[src/rtl/seg_scan_ctrl.sv]
// rtl/seg_scan_ctrl.sv - time-multiplexed scan controller for an 8-digit common-anode seven-segment display
// Optional leading-zero suppression: define SEG_LZ_BLANK_EN.
module seg_scan_ctrl #(
    parameter int NUM_DIGITS   = 8,
    parameter int REFRESH_DIV  = 12500,
    parameter int BLANK_CYCLES = 250
) (
    input  logic                    CLK,
    input  logic                    RST_N,
    input  logic [4*NUM_DIGITS-1:0] DATA,
    input  logic [NUM_DIGITS-1:0]   DIGIT_EN,
    input  logic [NUM_DIGITS-1:0]   DP,
    input  logic                    LOAD,
    output logic                    LOAD_ACK,
    output logic [3:0]              NIBBLE,
    output logic [NUM_DIGITS-1:0]   AN,
    output logic                    DP_N,
    output logic                    FRAME_TICK
);

    localparam int IDX_W = (NUM_DIGITS > 1) ? $clog2(NUM_DIGITS) : 1;
    localparam int CNT_W = $clog2(REFRESH_DIV);
    localparam logic [CNT_W-1:0] CNT_LAST  = CNT_W'(REFRESH_DIV - 1);
    localparam logic [CNT_W-1:0] CNT_DRIVE = CNT_W'(BLANK_CYCLES);
    localparam logic [IDX_W-1:0] IDX_LAST  = IDX_W'(NUM_DIGITS - 1);

    logic [CNT_W-1:0]        r_cnt;
    logic [IDX_W-1:0]        r_idx;
    logic                    r_pend;
    logic [4*NUM_DIGITS-1:0] r_pend_data;
    logic [NUM_DIGITS-1:0]   r_pend_en;
    logic [NUM_DIGITS-1:0]   r_pend_dp;
    logic [4*NUM_DIGITS-1:0] r_act_data;
    logic [NUM_DIGITS-1:0]   r_act_en;
    logic [NUM_DIGITS-1:0]   r_act_dp;

    logic                    w_cnt_wrap;
    logic                    w_boundary;
    logic                    w_drive;
    logic                    w_show;
    logic [3:0]              w_nib;
    logic [NUM_DIGITS-1:0]   w_sup;
    logic [NUM_DIGITS-1:0]   w_an;

    assign w_cnt_wrap = (r_cnt == CNT_LAST);
    assign w_boundary = w_cnt_wrap && (r_idx == IDX_LAST);
    assign w_drive    = (r_cnt >= CNT_DRIVE);
    assign w_nib      = r_act_data[{r_idx, 2'b00} +: 4];
    assign w_show     = w_drive && r_act_en[r_idx] && !w_sup[r_idx];

`ifdef SEG_LZ_BLANK_EN
    // Walk down from the most significant digit; disabled digits neither start nor end a zero run.
    logic w_lead;

    always_comb begin
        w_sup  = '0;
        w_lead = 1'b1;
        for (int i = NUM_DIGITS - 1; i > 0; i--) begin
            if (r_act_en[i]) begin
                if ((r_act_data[4*i +: 4] == 4'h0) && !r_act_dp[i]) begin
                    w_sup[i] = w_lead;
                end else begin
                    w_lead = 1'b0;
                end
            end
        end
    end
`else
    assign w_sup = '0;
`endif

    always_comb begin
        w_an = '1;
        if (w_show) begin
            w_an[r_idx] = 1'b0;
        end
    end

    always_ff @(posedge CLK or negedge RST_N) begin
        if (!RST_N) begin
            r_cnt       <= '0;
            r_idx       <= '0;
            r_pend      <= 1'b0;
            r_pend_data <= '0;
            r_pend_en   <= '0;
            r_pend_dp   <= '0;
            r_act_data  <= '0;
            r_act_en    <= '0;
            r_act_dp    <= '0;
            AN          <= '1;
            NIBBLE      <= 4'h0;
            DP_N        <= 1'b1;
            FRAME_TICK  <= 1'b0;
            LOAD_ACK    <= 1'b0;
        end else begin
            r_cnt <= w_cnt_wrap ? '0 : r_cnt + 1'b1;
            if (w_cnt_wrap) begin
                r_idx <= (r_idx == IDX_LAST) ? '0 : r_idx + 1'b1;
            end

            // A LOAD landing on the boundary edge goes straight to the active frame.
            if (w_boundary) begin
                r_pend <= 1'b0;
                if (LOAD) begin
                    r_act_data <= DATA;
                    r_act_en   <= DIGIT_EN;
                    r_act_dp   <= DP;
                end else if (r_pend) begin
                    r_act_data <= r_pend_data;
                    r_act_en   <= r_pend_en;
                    r_act_dp   <= r_pend_dp;
                end
            end else if (LOAD) begin
                r_pend      <= 1'b1;
                r_pend_data <= DATA;
                r_pend_en   <= DIGIT_EN;
                r_pend_dp   <= DP;
            end

            AN         <= w_an;
            NIBBLE     <= w_drive ? w_nib : 4'h0;
            DP_N       <= ~(w_show && r_act_dp[r_idx]);
            FRAME_TICK <= w_boundary;
            LOAD_ACK   <= w_boundary && (r_pend || LOAD);
        end
    end

endmodule

[config.mk]
export PLATFORM = sky130hd
export DESIGN_NAME = seg_scan_ctrl
export DESIGN_NICKNAME = d
export VERILOG_FILES = /design/src/rtl/seg_scan_ctrl.sv
export SDC_FILE = /design/constraint.sdc
export NUM_CORES = 1
export LEC_CHECK = 0
export CAP_MARGIN = 15
export CORE_UTILIZATION = 30
export CTS_BUF_LIST = sky130_fd_sc_hd__clkbuf_16
export DETAILED_ROUTE_END_ITERATION = 7
export SETUP_SLACK_MARGIN = 0.4
export SYNTH_ARGS = -nofsm -noshare
export SYNTH_HDL_FRONTEND = slang
export SYNTH_SLANG_ARGS = --single-unit
[constraint.sdc]
create_clock -name CLK -period 2.35 [get_ports CLK]
set_input_delay 0.5875 -clock CLK [delete_from_list [all_inputs] [get_ports CLK]]
set_output_delay 0.5875 -clock CLK [all_outputs]
set_load 0.03 [all_outputs]
==> impl_results.md, run 1 <==
- Status: completed
- Slowest cell delay on critical path: 0.60 ns
- Max Buffers Root-to-Sink: 2
- Syn_nets: 536
- Met2 Resource Use GR: 0.235
- Worst reg2reg setup slack: 0.03 ns
- First-pass DRT Iterations: 4
- Die height: 142 um
- Skew final: between 0.01 and 0.015 ns
- Final Non-Filler Cells: 835
- DP Wirelength: 9530 um
- Pleak: 3.35 nW
- Root buf cell: clkbuf_16
- Synthesis-to-finish area growth: 28.2%
- Yosys reg bits: 129
- H-tree Lvls: 4
- Critical-path top delay cell: or4_4
- Die Span X: 142 um
- Sequential power share: 0.465
- Vias: 4027
- Final worst slack: around 0.027 ns
- First-pass GRT wire length: 22600 um
- Ys flop type: dfrtp_1
- Cell internal pwr: 0.00395 W
- Routed Antenna Nets: 0
- Reg-to-reg critical path startpoint: r_cnt[8]
- GR met1 Demand/Resource: 0.188
- Layout Nets: 617
- Most used cell, CP: or4_4
- Combinational share of power: 0.080
- Placed Cells: roughly 800
- Seq/Total Area, Yosys: 0.549
- Worst Max-Slew Pin Slew: 0.555 ns
- Busiest grt layer: met2
- Setup crit end kind: flip-flop
- FMAX: 0.430 GHz
- Avg Inst Size Synth: 12.3 sq um
- Final RePlAce weighted congestion: between 0.8 and 0.9
- Post-synth cell types: 49
- Share of layout cells above drive strength 1: 0.230
- Initial Util: 0.310
- Min cycle time layout: 2.32 ns
- Net Sw Power: 0.00111 W
- Worst slack at placement: -0.0468 ns
- Max Cap Violations: 0
- GR Overflow Total: 0
- CP Max Fanout: 13
- Arr. time, crit path: 2.62 ns
- Final period utilization: 0.989
- Diode count: 0
- Clock Latency Late Sink: 0.41 ns
- Relative slew slack: 0.624
- Worst path cell trace: or4_4 > or4_4 > nand2_8 > buf_12 > mux2_2
- Site row count: 50
- CTS tree: built
- Full die area: a little over 0.02 sq mm
- Hold Buf Count CTS: 0
- Clock share of power: 0.454
- Post-synthesis cell area: 0.00590 sq mm
- Number of global-route vias before repair: approximately 4300
- Post-route DRC: 0
- Pwr dens: 668 mW/mm^2
- R2R Path End: r_pend_data[4]
- Min-delay worst type: in -> async
- GRT met3 Usage: 0.0387
- Drt wl/cell: 16.6 um
- Final hold vios: 0
- Pins Over Slew Limit: 0
- Mapped Cells: 481
- Largest net degree at the start of global routing: 51
- Register-to-Register Path Depth: 5
- Cts bufs inserted: 17
- Peak VDD IR: 0.406 mV
- Synthesis Warnings: 0
- Clock-pin slew on the worst setup and hold paths: 0.05 ns
- CTS sink count: roughly 130
- Final wirelength: 13900 um
- Vias/cell: just under 5
- CP startpoint kind: flip-flop
- Total chip power: 0.00506 W
- Switch share: 0.219
- Core area: 0.0190 sq mm
- Final count of negative-setup-slack endpoints: 0
- Crit path kind: reg -> reg
- Critical Path RT: roughly 2.6 ns
- Post-synth EDFFs: 0
- DR iter-0 viols: a little over 200
- Synth async-reset ratio: 1.00
- I/O Buffers: 65
- Unrepaired setup endpoints after global routing: true
- Total Routing Usage GR: 0.147
- # IOs: 66
- Initial antenna violation count: 0
==> per-layer routing <==
layer | up-vias | share of wire
met3 | 19 | 0.048
li1 | 1903 | -
met2 | 104 | 0.48
met1 | 2001 | 0.45
met4 | 0 | 0.019
met5 | - | 0
==> per-stage QoR <==
stage          TNS (ns)  hold slack [ns]   util  cell area (sq um)
6_report              0            0.143  0.398               7570
5_1_grt          -0.108            0.161  0.398               7570
4_1_cts               0            0.148  0.395               7510
3_5_place_dp     -0.478            0.450  0.366               6960
3_3_place_gp    -0.0232            0.450  0.366               6960
2_1_floorplan   -0.0847            0.292      -               5920
==> layout by cell type, fill, tap and decap left out, drive strengths merged, types with 8 or more instances in the layout <==
cell type / n
dfrtp: 120
o21ai: 101
mux2i: 58
mux2: 55
clkdlybuf4s50: 48
buf: 34
clkbuf: 17
nor2: 17
dlygate4sd2: 13
nand3: 11
inv: 10
dfstp: 9
clkinv: 8
==> repair_timing <==
action | in CTS | in global routing
gates cloned | 1 | 0
setup endpoints to repair | 114 | 107
setup buffers | 0 | 3
pin swaps | 0 | 1
gates resized for setup | 23 | 13
==> how the worst max path moves through the flow <==
stage	startpoint	slack, ns	to	cells after the start
3_3_place_gp	r_cnt[0]	-0.003	r_pend_dp[3]	6
5_1_grt	r_cnt[0]	-0.01	r_pend_dp[3]	6
3_5_place_dp	r_cnt[0]	-0.05	r_pend_dp[4]	6
4_1_cts	r_cnt[1]	0.03	r_pend_data[4]	6
2_1_floorplan	r_cnt[11]	-0.004	r_pend_data[11]	7
6_report	r_cnt[8]	0.03	r_pend_data[4]	5
==> sequential cells by signal, indices dropped and copies added, names as in the netlist, 3 cells and up <==
name,flops
r_pend_dp,8
r_pend_en,8
AN,8
r_cnt,14
r_idx,3
r_pend_data,32
r_act_dp,8
r_act_data,32
NIBBLE,4
r_act_en,8
==> synth_stat cells, types with 2 or more instances <==
library cell  instances  area [sq um]
a211oi_1              2          15.0
a21oi_1               4          20.0
buf_1                 3          11.3
buf_12                3          60.1
buf_4                 2          15.0
clkbuf_1             26          97.6
dfrtp_1             120          3000
dfstp_2               9           236
ha_1                  4          50.1
inv_1                 4          15.0
mux2_2               35           394
mux2_4               20           300
mux2i_1              58           581
mux4_2                2          45.0
nand2_1               6          22.5
nand3_1              11          55.1
nand3b_1              3          22.5
nand4_1               4          25.0
nand4b_1              2          17.5
nor2_1               17          63.8
nor2b_1               2          12.5
nor3_1                5          25.0
nor4_1                3          18.8
o21ai_0              91           455
o21ai_1              10          50.1
o221ai_1              2          17.5
o22ai_1               2          12.5
or3_1                 3          18.8
xnor2_1               4          35.0
xor2_1                5          43.8
==> worst max-delay path, delay by kind of cell, from the launching register on <==
family | cells | cell delay [ns]
buffers and inverters | 1 | 0.16
and+or+nand+nor | 3 | 1.31
DFF | 1 | 0.38
muxes | 1 | 0.34
==> power groups by stage <==
stage	Combinational [W]	Clock [W]	Sequential, W
after floorplan	0.000213	0	0.00237
after global placement	0.000391	0	0.00238
after detailed placement	0.000403	0	0.00239
after CTS	0.000416	0.00236	0.00235
after global routing	0.000442	0.00246	0.00236
final	0.000407	0.00230	0.00235
==> cell families after synthesis <==
kind of cell,after synthesis,share of synthesized area
AO/OA/AOI/OAI,119,0.108
XOR/XNOR,9,0.0134
adder cells (fa/ha/maj),4,0.00848
buffers and inverters,39,0.0345
flip-flops,129,0.549
multiplexers,115,0.224
AND/OR/NAND/NOR,66,0.0630
==> final cells by class <==
cell class,instances,area (sq um)
flip-flops and latches,129,3240
multi-input cells,313,2510
fillers,1842,11500
clock inverters,15,88.8
clock buffers,17,425
well taps,260,325
repair buffers,97,957
inverters,4,15.0
No activity file was read; power rests on OpenSTA's default activity.
==> inputs of run 2 (changes only) <==
--- a/config.mk
+++ b/config.mk
@@ -5,6 +5,7 @@
 export SDC_FILE = /design/constraint.sdc
 export NUM_CORES = 1
 export LEC_CHECK = 0
+export ABC_CLOCK_PERIOD_IN_PS = 2350
 export CAP_MARGIN = 15
 export CORE_UTILIZATION = 30
 export CTS_BUF_LIST = sky130_fd_sc_hd__clkbuf_16
==> results of run 2 <==
Final layout, timing and power as in run 1 (identical DEF).
==> inputs of run 3 (changes only) <==
--- a/config.mk
+++ b/config.mk
@@ -10,7 +10,9 @@
 export CORE_UTILIZATION = 30
 export CTS_BUF_LIST = sky130_fd_sc_hd__clkbuf_16
 export DETAILED_ROUTE_END_ITERATION = 7
+export REMOVE_ABC_BUFFERS = 1
 export SETUP_SLACK_MARGIN = 0.4
+export SLEW_MARGIN = 20
 export SYNTH_ARGS = -nofsm -noshare
 export SYNTH_HDL_FRONTEND = slang
 export SYNTH_SLANG_ARGS = --single-unit
==> run 3 against run 2 <==
Non-clock buffer count is 3 higher. Via count is 1.1% higher. Critical path depth stayed put. Final cell count is 0.36% higher. Hold slack worse by 0.11 ns. Largest power group unchanged. Sequential share of layout area is 0.99 points lower.
==> impl_results.md, run 3 (synthesis gave the netlist of run 1 again) <==
- Status: completed
- Max Buffers Root-to-Sink: 2
- Full die area: 0.0202 sq mm
- Die height: 142 um
- Final Non-Filler Cells: 838
- Final count of negative-setup-slack endpoints: 0
- Vias: 4070
- Post-route DRC: 0
- Critical-path top delay cell: or4_4
- Arr. time, crit path: 2.61 ns
- Skew final: 0.00783 ns
- First-pass DRT Iterations: 4
- Unrepaired setup endpoints after global routing: true
- Die Span X: around 140 um
- DP Wirelength: 8910 um
- Core area: approximately 0.019 sq mm
- Register Area: approximately 0.0032 sq mm
- Most used cell, CP: or4_4
- Sequential power share: 0.457
- I/O Buffers: 65
- Vias/cell: ~4.9
- Root buf cell: clkbuf_16
- Clock-pin slew on the worst setup and hold paths: around 0.06 ns
- # IOs: 66
- Clock share of power: 0.455
- Pins Over Slew Limit: 0
- Switch share: 0.225
- CTS sink count: 129
- Number of global-route vias before repair: 4124
- Cell internal pwr: about 0.004 W
- CTS tree: built
- Total Routing Usage GR: 0.144
- Layout Nets: 620
- Final wirelength: ~14000 um
- Register-to-Register Path Depth: 5
- Cts bufs inserted: 17
- CP Depth: 5
- Peak VDD IR: 0.503 mV
- Initial antenna violation count: 0
- Slowest cell delay on critical path: 0.60 ns
- Max Cap Violations: 0
- Critical Path RT: 2.65 ns
- Largest net degree at the start of global routing: 68
- Largest regs: r_act_data (32), r_pend_data (32), r_cnt (14)
- Final period utilization: 0.983
- Pwr dens: 665 mW/mm^2
- Synthesis-to-finish area growth: 31.2%
- Worst path cell trace: or4_4 > or4_4 > nand2_8 > clkbuf_16 > mux2_4
- Commonest cells after routing, fill and taps aside: 120 x dfrtp_1, 91 x o21ai_0, 58 x mux2i_1
- CP Buf/Inv Count: 1
- Diode count: 0
- Placed Cells: 797
- Drt wl/cell: 17.0 um
- Min cycle time layout: 2.31 ns
- Multi-input combinational cell area: 0.00259 sq mm
- CP startpoint kind: flip-flop
- FMAX: ~0.43 GHz
- Initial Util: 0.310
- Setup crit end kind: flip-flop
- Share of layout cells above drive strength 1: 0.230
- Hold Buf Count CTS: 0
- Min-delay worst type: in -> async
- Worst Max-Slew Pin Slew: 0.457 ns
- DR iter-0 viols: ~310
- First-pass GRT wire length: 22200 um
- Pleak: 3.57 nW
- Relative slew slack: 0.695
- CP Max Fanout: 7
- Routed Antenna Nets: 0
- Net Sw Power: 0.00116 W
- Final RePlAce weighted congestion: 0.838
- Setup TNS: 0 ns
- Leading cell type in the layout, fill and taps excluded: dfrtp_1
- Site row count: 50
- GR Overflow Total: 0
- Final hold vios: 0
- CP top delay family: simple AND/OR/NAND/NOR gates
- Clock Latency Late Sink: 0.42 ns
- H-tree Lvls: 4
- Number of fill cells: 1824
- Crit path kind: reg -> reg
- Combinational share of power: 0.088
run 3: cell types whose count changed in the layout (fill, tap and decap cells not counted), moves of 3 or more:
cell / before / now
mux2_2: 33 / 7
dlymetal6s2s_1: 0 / 6
o21ai_1: 16 / 10
clkbuf_16: 17 / 20
clkinv_2: 5 / 2
o21ai_0: 85 / 91
mux2_4: 22 / 48
dlygate4sd2_1: 13 / 6
run 3: layout make-up:
type,count,area share
Timing Repair Buffer,100,0.136
Clock buffer,17,0.0549
Multi-Input combinational cell,313,0.335
Inverter,4,0.00194
Clock inverter,15,0.0120
Tap cell,260,0.0420
Sequential cell,129,0.418
run 3: worst reg2reg max path, stage by stage, from the launching register on:
cell       delay (ns)
dfrtp_1          0.38
or4_4            0.54
or4_4            0.61
nand2_8          0.18
clkbuf_16        0.20
mux2_4           0.30
run 3: worst paths after layout:
check                            start        endpoint  slack (ns)
max                           r_cnt[8]    r_pend_dp[7]        0.04
min                              RST_N       NIBBLE[2]        0.03
max reg2reg                   r_cnt[8]    r_pend_dp[7]        0.04
min reg2reg                r_act_en[0]           AN[0]        0.49
max in group asynchronous        RST_N  r_pend_data[4]        1.69
min in group CLK           r_act_en[0]           AN[0]        0.49
run 3: per-layer routing:
layer	part of all wire	vias up	global-route usage
li1	-	1915	-
met1	0.49	2056	0.201
met2	0.45	88	0.212
met3	0.048	11	0.0501
met4	0.0086	0	0.0390
met5	0	-	0
run 3: through the flow:
stage,power [W],utilization,hold WS [ns],setup slack [ns],area [sq um]
2_1_floorplan,0.00255,-,0.292,-0.824,5710
4_1_cts,0.00515,0.394,0.0281,0.0628,7490
3_3_place_gp,0.00277,0.365,0.453,0.0208,6940
3_5_place_dp,0.00278,0.365,0.456,0.0130,6940
5_1_grt,0.00536,0.407,0.0268,-0.0107,7740
6_report,0.00515,0.407,0.0337,0.0393,7740
run 3: power by group through the flow:
stage	registers (W)	clock network, W	logic [W]
CTS	0.00235	0.00239	0.000408
finish	0.00235	0.00234	0.000452
detailed placement	0.00239	0	0.000399
global route	0.00236	0.00251	0.000489
floorplan	0.00237	0	0.000181
global placement	0.00238	0	0.000387
run 3: what timing repair did:
item	CTS	global route
pin swaps	1	4
cloned	1	3
setup buffers	0	5
endpoints found under the setup margin	115	115
gates resized for setup	13	40
hold endpoints to repair	0	0
